$ cat config.mk
export PLATFORM = sky130hd
export DESIGN_NAME = rpn_sequencer
export DESIGN_NICKNAME = d
export VERILOG_FILES = /design/src/rtl/rpn_pkg.sv /design/src/rtl/rpn_sequencer_alu.sv /design/src/rtl/rpn_sequencer.sv
export SDC_FILE = /design/constraint.sdc
export NUM_CORES = 1
export LEC_CHECK = 0
export BUFFER_PORTS_ARGS = -buffer_cell sky130_fd_sc_hd__buf_2
export CAP_MARGIN = 20
export CORE_ASPECT_RATIO = 1.25
export CORE_UTILIZATION = 30
export DETAILED_ROUTE_END_ITERATION = 16
export SYNTH_ARGS = -nofsm -noshare
export SYNTH_HDL_FRONTEND = slang
export SYNTH_HIERARCHICAL = 1
export SYNTH_SLANG_ARGS = --single-unit
$ cat constraint.sdc
create_clock -name clk -period 2.74 [get_ports clk]
set_input_delay 0.411 -clock clk [delete_from_list [all_inputs] [get_ports clk]]
set_output_delay 0.411 -clock clk [all_outputs]
set_load 0.02 [all_outputs]
$ cat src/rtl/rpn_pkg.sv
`default_nettype none
// ============================================================================
// Module   : rpn_pkg
// Brief    : Shared opcodes, error codes and FSM state encodings for the RPN
//            sequencer and its ALU.
// Revision : 1.0 - initial release
// ============================================================================
package rpn_pkg;

    localparam logic [2:0] OP_ADD  = 3'd0;
    localparam logic [2:0] OP_SUB  = 3'd1;
    localparam logic [2:0] OP_AND  = 3'd2;
    localparam logic [2:0] OP_OR   = 3'd3;
    localparam logic [2:0] OP_XOR  = 3'd4;
    localparam logic [2:0] OP_OUT  = 3'd5;
    localparam logic [2:0] OP_DROP = 3'd6;
    localparam logic [2:0] OP_ILL  = 3'd7;

    localparam logic [1:0] ERR_OVF = 2'd1;
    localparam logic [1:0] ERR_UNF = 2'd2;
    localparam logic [1:0] ERR_ILL = 2'd3;

    localparam int         c_ST_W       = 3;
    localparam logic [2:0] c_ST_IDLE    = 3'd0;
    localparam logic [2:0] c_ST_POP_B   = 3'd1;
    localparam logic [2:0] c_ST_WAIT_B  = 3'd2;
    localparam logic [2:0] c_ST_POP_A   = 3'd3;
    localparam logic [2:0] c_ST_WAIT_A  = 3'd4;
    localparam logic [2:0] c_ST_EXEC    = 3'd5;
    localparam logic [2:0] c_ST_PUSH    = 3'd6;

    // Two-operand opcodes consume A and B and push a result.
    function automatic logic is_binary(input logic [2:0] op);
        return (op <= OP_XOR);
    endfunction

endpackage
`default_nettype wire

$ cat src/rtl/rpn_sequencer_alu.sv
`default_nettype none
// ============================================================================
// Module   : rpn_alu
// Brief    : Combinational ALU, A is the deeper operand, B the top of stack.
// Revision : 1.0 - initial release
// ============================================================================
module rpn_alu
    import rpn_pkg::*;
#(
    parameter int DW = 8
) (
    input  logic [DW-1:0] i_a,
    input  logic [DW-1:0] i_b,
    input  logic [2:0]    i_op,
    output logic [DW-1:0] o_result
);

    always_comb begin
        o_result = '0;
        case (i_op)
            OP_ADD:  o_result = i_a + i_b;
            OP_SUB:  o_result = i_a - i_b;
            OP_AND:  o_result = i_a & i_b;
            OP_OR:   o_result = i_a | i_b;
            OP_XOR:  o_result = i_a ^ i_b;
            default: o_result = '0;
        endcase
    end

endmodule
`default_nettype wire

$ cat src/rtl/rpn_sequencer.sv
`default_nettype none
// ============================================================================
// Module   : rpn_sequencer
// Brief    : Reverse Polish token evaluator driving an external LIFO stack.
// Revision : 1.0 - initial release
// ============================================================================
module rpn_sequencer
    import rpn_pkg::*;
#(
    parameter int DEPTH = 16,
    parameter int DW    = 8
) (
    input  logic                         clk,
    input  logic                         reset,
    input  logic                         tok_valid,
    output logic                         tok_ready,
    input  logic                         tok_is_op,
    input  logic [DW-1:0]                tok_data,
    output logic                         res_valid,
    output logic [DW-1:0]                res_data,
    output logic                         err_valid,
    output logic [1:0]                   err_code,
    output logic                         err_sticky,
    output logic [$clog2(DEPTH+1)-1:0]   depth,
    output logic                         stk_push,
    output logic                         stk_pop,
    output logic [DW-1:0]                stk_data_in,
    input  logic [DW-1:0]                stk_data_out,
    input  logic                         stk_error
);

    localparam int                    c_DEPTH_W = $clog2(DEPTH+1);
    localparam logic [c_DEPTH_W-1:0]  c_FULL    = c_DEPTH_W'(DEPTH);
    localparam logic [c_DEPTH_W-1:0]  c_ONE     = c_DEPTH_W'(1);
    localparam logic [c_DEPTH_W-1:0]  c_TWO     = c_DEPTH_W'(2);

    logic [c_ST_W-1:0]    r_state, w_next_state;
    logic [2:0]           r_op, w_op;
    logic [DW-1:0]        r_a, w_a, r_b, w_b;
    logic [DW-1:0]        r_stk_data_in, w_stk_data_in;
    logic [DW-1:0]        r_res_data, w_res_data;
    logic                 w_res_valid, r_res_valid;
    logic                 w_err_valid, r_err_valid;
    logic [1:0]           r_err_code, w_err_code;
    logic                 r_err_sticky;
    logic [c_DEPTH_W-1:0] r_depth, w_depth;
    logic                 r_stk_push, r_stk_pop, r_tok_ready;
    logic [DW-1:0]        w_alu_result;
    logic [2:0]           w_tok_op;

    assign w_tok_op = tok_data[2:0];

    rpn_alu #(.DW(DW)) u_alu (
        .i_a      (r_a),
        .i_b      (r_b),
        .i_op     (r_op),
        .o_result (w_alu_result)
    );

    always_comb begin
        w_next_state  = r_state;
        w_op          = r_op;
        w_a           = r_a;
        w_b           = r_b;
        w_stk_data_in = r_stk_data_in;
        w_res_valid   = 1'b0;
        w_res_data    = r_res_data;
        w_err_valid   = 1'b0;
        w_err_code    = r_err_code;
        w_depth       = r_depth;
        case (r_state)
            c_ST_IDLE: begin
                if (tok_valid && r_tok_ready) begin
                    if (!tok_is_op) begin
                        if (r_depth == c_FULL) begin
                            w_err_valid = 1'b1;
                            w_err_code  = ERR_OVF;
                        end else begin
                            w_stk_data_in = tok_data;
                            w_next_state  = c_ST_PUSH;
                        end
                    end else if (w_tok_op == OP_ILL) begin
                        w_err_valid = 1'b1;
                        w_err_code  = ERR_ILL;
                    end else if ((is_binary(w_tok_op) && r_depth >= c_TWO) ||
                                 (!is_binary(w_tok_op) && r_depth >= c_ONE)) begin
                        w_op         = w_tok_op;
                        w_next_state = c_ST_POP_B;
                    end else begin
                        w_err_valid = 1'b1;
                        w_err_code  = ERR_UNF;
                    end
                end
            end
            c_ST_POP_B: begin
                w_depth      = r_depth - c_ONE;
                w_next_state = c_ST_WAIT_B;
            end
            c_ST_WAIT_B: begin
                w_b = stk_data_out;
                if (r_op == OP_OUT) begin
                    w_res_valid  = 1'b1;
                    w_res_data   = stk_data_out;
                    w_next_state = c_ST_IDLE;
                end else if (r_op == OP_DROP) begin
                    w_next_state = c_ST_IDLE;
                end else begin
                    w_next_state = c_ST_POP_A;
                end
            end
            c_ST_POP_A: begin
                w_depth      = r_depth - c_ONE;
                w_next_state = c_ST_WAIT_A;
            end
            c_ST_WAIT_A: begin
                w_a          = stk_data_out;
                w_next_state = c_ST_EXEC;
            end
            c_ST_EXEC: begin
                w_stk_data_in = w_alu_result;
                w_next_state  = c_ST_PUSH;
            end
            c_ST_PUSH: begin
                w_depth      = r_depth + c_ONE;
                w_next_state = c_ST_IDLE;
            end
            default: w_next_state = c_ST_IDLE;
        endcase
    end

    // Stack strobes are decoded from the next state so they are registered
    // and coincide exactly with the POP_*/PUSH state cycles.
    always_ff @(posedge clk or posedge reset) begin
        if (reset) begin
            r_state       <= c_ST_IDLE;
            r_op          <= '0;
            r_a           <= '0;
            r_b           <= '0;
            r_stk_data_in <= '0;
            r_res_valid   <= 1'b0;
            r_res_data    <= '0;
            r_err_valid   <= 1'b0;
            r_err_code    <= '0;
            r_err_sticky  <= 1'b0;
            r_depth       <= '0;
            r_stk_push    <= 1'b0;
            r_stk_pop     <= 1'b0;
            r_tok_ready   <= 1'b1;
        end else begin
            r_state       <= w_next_state;
            r_op          <= w_op;
            r_a           <= w_a;
            r_b           <= w_b;
            r_stk_data_in <= w_stk_data_in;
            r_res_valid   <= w_res_valid;
            r_res_data    <= w_res_data;
            r_err_valid   <= w_err_valid;
            r_err_code    <= w_err_code;
            r_err_sticky  <= r_err_sticky | w_err_valid | stk_error;
            r_depth       <= w_depth;
            r_stk_push    <= (w_next_state == c_ST_PUSH);
            r_stk_pop     <= (w_next_state == c_ST_POP_B) || (w_next_state == c_ST_POP_A);
            r_tok_ready   <= (w_next_state == c_ST_IDLE);
        end
    end

    assign tok_ready   = r_tok_ready;
    assign res_valid   = r_res_valid;
    assign res_data    = r_res_data;
    assign err_valid   = r_err_valid;
    assign err_code    = r_err_code;
    assign err_sticky  = r_err_sticky;
    assign depth       = r_depth;
    assign stk_push    = r_stk_push;
    assign stk_pop     = r_stk_pop;
    assign stk_data_in = r_stk_data_in;

endmodule
`default_nettype wire

## Word-level counts from Yosys, hierarchy flattened

Cells that the tools add are included.

| word-level totals | value |
|---|---|
| bits in registers | 51 |
| bits in latches | 0 |
| bits in writable memories | 0 |
| bits in read-only memories | 0 |
| input port bits | 21 |
| output and inout bits | 29 |
| word-level logic and storage cells | 91 |
| memories kept | 0 |

| operators by class | value |
|---|---|
| add/subtract/negate cells | 4 |
| $mul | 0 |
| divide/modulo/power cells | 0 |
| $lt $le $gt $ge | 3 |
| eq/ne operators | 21 |
| shifts and indexed selects | 0 |
| multiplexer cells | 26 |
| bitwise gates (word level) | 6 |
| reductions and logical operators | 17 |

Operators with widths:

| operator | number |
|---|---|
| $pmux 8 s5 | 1 |
| $eq 3x3->1 const B | 8 |
| $mux 8 | 3 |
| $pmux 3 s6 | 1 |
| $pmux 8 s2 | 1 |
| $eq 3x2->1 const B | 5 |
| $mux 3 | 5 |
| $mux 2 | 6 |
| $pmux 5 s2 | 1 |
| $eq 3x1->1 const B | 3 |
| $logic_not 3->1 | 3 |
| $add 8x8->8 | 1 |
| $and 8x8->8 | 1 |
| $mux 1 | 8 |
| $or 8x8->8 | 1 |
| $reduce_and 4->1 | 2 |
| $sub 8x8->8 | 1 |
| $xor 8x8->8 | 1 |
| $ne 2x2->1 const B | 3 |
| $reduce_bool 2->1 | 3 |
| $add 5x1->5 const B | 1 |
| $eq 5x5->1 const B | 1 |
| $ge 5x1->1 const B | 1 |
| $ge 5x2->1 const B | 1 |
| other kinds (11) | 15 |

## Longest topological paths before layout

Gate-level depths: netlist of run 1.

| depth | value |
|---|---|
| depth after elaboration | 11 |
| gate-level depth with buffers | 15 |
| gate-level depth less buffers | 13 |

## By module

The synthesis of run 1 kept the hierarchy.

Modules (own cells, without submodules):

| module | times used | cells each | area an instance (µm²) | seq. area each (µm²) |
|---|---|---|---|---|
| rpn_sequencer | 1 | 164 | 2,229.6 | 1,277.5 |
| rpn_alu | 1 | 129 | 930.9 | 0.0 |

## Least setup slack after synthesis of run 1

OpenSTA, ideal clock, no wires.

| timing path | value |
|---|---|
| path kind | flip-flop to flip-flop |
| start | register r_op[1] |
| end | register r_stk_data_in[7], in the netlist stk_data_in[7] |
| setup time | 0.125 ns |
| data arrival time | 2.899 ns |
| data required time | 2.615 ns |
| path slack | -0.284 ns |
| stages on the path, launching flop included | 16 |
| path buffers | 2 |
| clock period less this slack | 3.024 ns |
| cell sequence | dfrtp_1 -> buf_6 -> or2_1 -> buf_6 -> nor2_8 -> mux2_1 -> inv_1 -> ha_1 -> nand3b_1 -> nand2_1 -> a31oi_1 -> o21ai_0 -> xnor2_1 -> o221ai_2 -> mux2_2 -> mux2_2 |

| between the ends | value |
|---|---|
| cells in the longest elaborated chain, start to end | 3 |
| elaborated cells between the ends (all ways) | 7 |
| classes of those cells | 4 x eq/ne; 2 x mux; 1 x reduce/logical |

Ends and longest elaborated chain:

| what | line | text |
|---|---|---|
| start, declared | rpn_sequencer.sv:38 | `logic [2:0] r_op, w_op;` |
| start signal, assigned | rpn_sequencer.sv:151 | `r_op <= w_op;` |
| $eq 3x3->1 (tied with other cells) | rpn_sequencer_alu.sv:20 | `case (i_op)` |
| $pmux 8 s5 (*) | rpn_sequencer_alu.sv:20 |  |
| via w_alu_result[7] | rpn_sequencer.sv:48 | `logic [DW-1:0] w_alu_result;` |
| $pmux 8 s2 (*) | rpn_sequencer.sv:71 | `case (r_state)` |
| end signal, assigned | rpn_sequencer.sv:154 | `r_stk_data_in <= w_stk_data_in;` |
| end, declared | rpn_sequencer.sv:40 | `logic [DW-1:0] r_stk_data_in, w_stk_data_in;` |

Mark *: on every way through the listed nets, which the timed path passes. The rest lies on a longest branch.
A chain may end at the register's enable or synchronous reset.

## Final worst setup path of run 1

| timing path | value |
|---|---|
| start | register r_op[2] |
| end | register r_stk_data_in[7], in the netlist stk_data_in[7] |

The elaborated chain is that of the path after synthesis.

==> flow_summary.ini, run 1 <==
[run_status]
status = finished with violations
failed_checks = setup timing

[floorplan]
initial_core_util_pct = 31.1
die_width_um = 93.8
die_height_um = 117
io_pins = 50
num_rows = 41
dieArea_um2 = 11000
core_area_um2 = 10200

[placement]
routabilityCongestion = 0.804
hpwl_mm = 5.52
dp_slack_ns = -0.0729
dpl.cell_count = 479
io_buffers = 49

[timing]
setup_ws_ns = -0.0667
period_needed_ns = 2.81
tightest_slew_ns = 0.606
finalSetupTns_ns = -0.113
fin_worst_skew_ns = 0.00894
slew_violations = 0
final_hold_viol_count = 0
fmax_ghz = 0.356
setup_viol = 4
relSlewSlack_pct = 59.5
grt_setup_unrepaired = true
fin_crit_sh_pct = 102
fin_hold_ws_ns = 0.144

[global_route]
grt_pass1_vias = 2444
grt_max_degree = 52
grtUsageTotal_pct = 14.7
grt_pass1_wl_mm = 12.2
antenna_found_initial = 0
globalRouteOverflowTotal = 0

[routing]
vias = 2383
detail_route.drc_violations = 0
drt_first_pass_iters = 4
wl_mm = 7.52
via_per_inst = 4.85
dr.first_iter.drc_count = 52
ant_nets = 0
wl_per_cell_um = 15.3

[yosys]
synth-simple-area-share_pct = 11.8
synth_ff_type = dfrtp_1
yosysWarnings = 6
synth_fa_ha_area_share_pct = 12.1
synth_seq_area_share_pct = 40.4
async_flop_share_pct = 100
yosys.area.top_type_share_pct = 39.6
synth_nets = 344
synth_compound_area_share_pct = 10.1
synthMuxAreaShare_pct = 16.3
synth_xor_area_share_pct = 4.43
ys_types = 49
post-synth-top-count-cell = dfrtp_1
synth_area_leaders = dfrtp_1 (40%), mux2_2 (14%), ha_1 (11%), xnor2_1 (3.0%), inv_1 (2.9%)
ys_ff_latch = 51
synth_area_um2 = 3160
synth_area_per_cell_um2 = 10.8
synth_edf_count = 0
synth_top_area_cell = dfrtp_1
netlist_instances = 293
netlist_top_cells_count = dfrtp_1 (50), mux2_2 (40), ha_1 (29)
synth_top_family_by_area = multiplexers

[clock_network]
cts_root_buf = clkbuf_16
postCtsHoldBufs = 0
cts_tree = built
cts_buffer_depth = 2
numCtsBuffers = 5
htreeDepth = 2
path_clk_slew_ns = 0.07
cts_sinks = 51
clk_latency_ns = 0.30

[final_layout]
regArea_um2 = 1280
stdcell_count = 491
layout-drive-gt1-share_pct = 39.5
n_antenna_cell = 0
area_growth_pct = 24.2
fillers = 1029
multi_input_area_um2 = 1830
nets = 412

[setup_path]
cp.arrival_ns = 2.99
r2r-start = r_op[2]
cp-start-kind = flip-flop
r2r_setup_slack_ns = -0.07
critPathKind = flip-flop to flip-flop
cp_max_fo = 4
r2r-end = stk_data_in[7]
timing.critical_path.to_type = flip-flop
cp.required_ns = 2.93
r2r.worst_path.cells = 13

[flow_run]
maxCapViolCount = 0

[worst_hold_path]
hp-class = primary input to async pin
-- worst max-delay path, cell delays in order (launching register included) --
cell and delay, ns:
dfrtp_1 0.38, or2_4 0.28, nor2_8 0.13, nor2_4 0.05
xnor2_2 0.12, ha_1 0.36, a21oi_2 0.18, nand2_2 0.08
a31oi_4 0.19, o21ai_2 0.07, xnor2_1 0.17, o221ai_2 0.13
mux2_4 0.28, mux2_4 0.27
-- through the flow --
stage               utilization, %  cell area [µm²]
floorplan                        -             3190
global placement              36.2             3680
detailed placement            36.2             3680
CTS                           38.1             3870
global route                  38.7             3930
finish                        38.7             3930
-- metal layers --
layer / GRT usage [%] / part of all wire [%] / vias up
met4: 5.23 / 1.9 / 0
met2: 26.7 / 52 / 46
met5: 0 / 0 / -
met3: 2.80 / 3.7 / 9
li1: - / - / 1157
met1: 17.1 / 42 / 1171
-- area by class of cell --
cell class	count	area share [%]
clock buffers	6	3.28
clock inverters	2	0.319
inverters	25	2.39
multi-input cells	208	46.6
flip-flops and latches	51	32.5
well taps	129	4.11
repair buffers	70	10.8
-- flip-flops by register name (all words and copies together) (netlist names) --
| register | flops |
|---|---|
| res_data | 8 |
| r_op | 3 |
| depth | 5 |
| r_a | 8 |
| stk_push | 1 |
| tok_ready | 1 |
| res_valid | 1 |
| r_b | 8 |
| r_state | 3 |
| stk_pop | 1 |
| err_valid | 1 |
| err_sticky | 1 |
| err_code | 2 |
| stk_data_in | 8 |
-- cells in the final DEF (no fill, tap or decap), types with 2 or more instances in the layout --
cell type,n
xnor2_1,9
o21ai_0,10
a21o_1,2
or2_2,2
o22ai_1,2
nand2_1,14
inv_2,3
buf_2,49
buf_4,18
nor2b_1,5
nor2_1,13
o21ai_1,3
buf_6,2
o221ai_1,2
nand3_1,7
nand2b_1,2
xnor2_2,2
a211o_1,2
dfrtp_1,50
nor3_1,5
ha_1,28
or3_1,2
a31oi_1,4
clkbuf_16,5
a21oi_2,3
mux2i_1,2
mux2_4,6
mux2_1,3
xor2_1,5
inv_1,22
nor3b_1,2
a21oi_1,12
mux2_2,35
-- worst max path at each step --
stage | startpoint | endpoint | slack, ns | cells past startpoint
final | r_op[2] | stk_data_in[7] | -0.07 | 13
after global routing | r_op[2] | stk_data_in[6] | -0.18 | 13
after CTS | r_op[1] | stk_data_in[7] | 0.008 | 13
after detailed placement | r_op[1] | stk_data_in[6] | -0.07 | 13
after global placement | r_op[1] | stk_data_in[6] | -0.03 | 13
after floorplan | r_op[1] | stk_data_in[7] | -0.17 | 15
-- repair_timing --
item / 4_1_cts / 5_1_grt
buffers inserted: 3 / 1
pin swaps: 3 / 16
resized for setup: 8 / 12
endpoints found under the setup margin: 3 / 5
-- logic make-up after synthesis --
kind of cell	count (synthesis)
flip-flops	51
AND/OR/NAND/NOR	67
buffers and inverters	34
XOR/XNOR	16
AO/OA/AOI/OAI	49
adder cells (fa/ha/maj)	30
multiplexers	46
Power of run 1 is left out: the tool's default activity adds up to more than one toggle a clock period on the data nets, which glitch-free logic cannot reach.
==> run 2, diff against run 1 <==
Settings changed: REMOVE_ABC_BUFFERS set to 1.
==> flow_summary.ini, run 2 (synthesis gave the netlist of run 1 again) <==
[power_and_ir_drop]
pwr-share-seq_pct = 24.4
internal_power_mw = 3.45
netSwitchingPower_mw = 2.49
p_comb_share_pct = 63.0
irDropWorstVdd_uv = 495
p_leak_nw = 1.94
p_sw_share_pct = 41.9
p_clk_share_pct = 12.6
p_per_area_nw_per_um2 = 1500

[flow_run]
maxCapViolCount = 0

[final_layout]
utilization_pct = 39.0
layout-drive-gt1-share_pct = 39.5
layout_common_cells = dfrtp_1 (50), buf_2 (49), mux2_2 (37), ha_1 (29)
nets = 417
area_growth_pct = 25.3
fillers = 1002
regArea_um2 = 1280
multi_input_area_um2 = 1790
fin_area_um2 = 3960
layout_commonest_cell = dfrtp_1
n_antenna_cell = 0

[floorplan]
num_rows = 41
die_height_um = 117
die_width_um = 93.8
core_area_um2 = 10200
dieArea_um2 = 11000
initial_core_util_pct = 31.1
io_pins = 50

[setup_path]
cp.arrival_ns = 2.95
cp_max_fo = 5
r2r_setup_slack_ns = -0.03
r2r-start = r_op[2]
cp.required_ns = 2.92
timing.critical_path.to_type = flip-flop
cp-start-kind = flip-flop
critPathKind = flip-flop to flip-flop
startpoint = r_op[2]

[routing]
wl_per_cell_um = 14.1
via_per_inst = 4.79
detail_route.drc_violations = 0
dr.first_iter.drc_count = 56
ant_nets = 0
drt_first_pass_iters = 4
vias = 2374
wl_mm = 6.97

[timing]
grt_setup_unrepaired = true
slew_violations = 0
tightest_slew_ns = 0.598
setup_ws_ns = -0.0279
fmax_ghz = 0.361
fin_crit_sh_pct = 101
period_needed_ns = 2.77
final_hold_viol_count = 0
relSlewSlack_pct = 60.0
fin_worst_skew_ns = 0.00946
setup_viol = 1

[global_route]
grt_pass1_vias = 2335
antenna_found_initial = 0
grt_max_degree = 50
grt_pass1_wl_mm = 11.4
globalRouteOverflowTotal = 0
grtUsageTotal_pct = 13.6

[clock_network]
numCtsBuffers = 5
cts_tree = built
path_clk_slew_ns = 0.07
htreeDepth = 2
clk_latency_ns = 0.30
cts_sinks = 51
cts_buffer_depth = 2
cts_root_buf = clkbuf_16

[placement]
routabilityCongestion = 0.777
post_dp_cell_area_um2 = 3660
io_buffers = 49
hpwl_mm = 5.18

[worst_hold_path]
hp-class = primary input to flip-flop
worstHoldStart = stk_error

[run_status]
failed_checks = setup timing
status = finished with violations
run 2: path summary, 6_finish.rpt:
path                                  endpoint  depth (start not counted)
worst max-delay path            stk_data_in[7]                         13
worst min-delay path                err_sticky                          2
worst max register to register  stk_data_in[7]                         13
worst min register to register      err_sticky                          1
max in group asynchronous            tok_ready                          4
min in group asynchronous          res_data[0]                          3
run 2: repair_timing:
action | CTS | global route
setup buffers | 5 | 3
hold buffers | 1 | 0
endpoints found under the setup margin | 4 | 6
hold endpoints to repair | 2 | 0
resized for setup | 13 | 7
gates cloned | 0 | 0
pin swaps | 8 | 8
run 2: cell type report:
cell class | instances | area share (%)
clock buffers | 6 | 3.51
repair buffers | 75 | 11.6
flip-flops and latches | 51 | 32.3
well taps | 129 | 4.08
inverters | 25 | 2.37
clock inverters | 2 | 0.980
multi-input cells | 208 | 45.2
run 2: power groups by stage:
stage / registers [mW] / logic, mW / clock network, mW
floorplan: 1.69 / 2.07 / 0
global placement: 1.45 / 3.25 / 0
detailed placement: 1.46 / 3.34 / 0
CTS: 1.45 / 3.58 / 0.783
global route: 1.52 / 4.14 / 0.813
finish: 1.45 / 3.74 / 0.749
run 2: through the flow:
stage,power (mW),setup slack [ns],hold slack (ns),setup TNS [ns],instances
final,5.94,-0.0279,0.305,-0.0279,496
after global routing,6.47,-0.202,0.310,-0.554,496
after CTS,5.81,-0.0493,0.299,-0.0493,493
after detailed placement,4.80,-0.185,0.282,-0.474,480
after global placement,4.69,-0.0970,0.274,-0.179,480
after floorplan,3.76,-0.285,0.509,-0.721,284
run 2: metal layers:
| layer | global-route usage (%) | wire length [µm] |
|---|---|---|
| met3 | 2.60 | 253 |
| met4 | 5.03 | 144 |
| met2 | 23.6 | 3420 |
| met5 | 0 | 0 |
| met1 | 16.8 | 3150 |
run 2: critical path, cell delays in order, from the launching register on:
cell	delay, ns
dfrtp_1	0.38
or2_4	0.28
nor2_8	0.11
buf_6	0.13
nor2_2	0.04
xnor2_1	0.11
ha_1	0.33
a21o_1	0.18
a31oi_2	0.17
o21ai_1	0.10
xnor2_1	0.19
o221ai_2	0.12
mux2_2	0.27
mux2_2	0.25
Power figures use the tool's default switching activity.
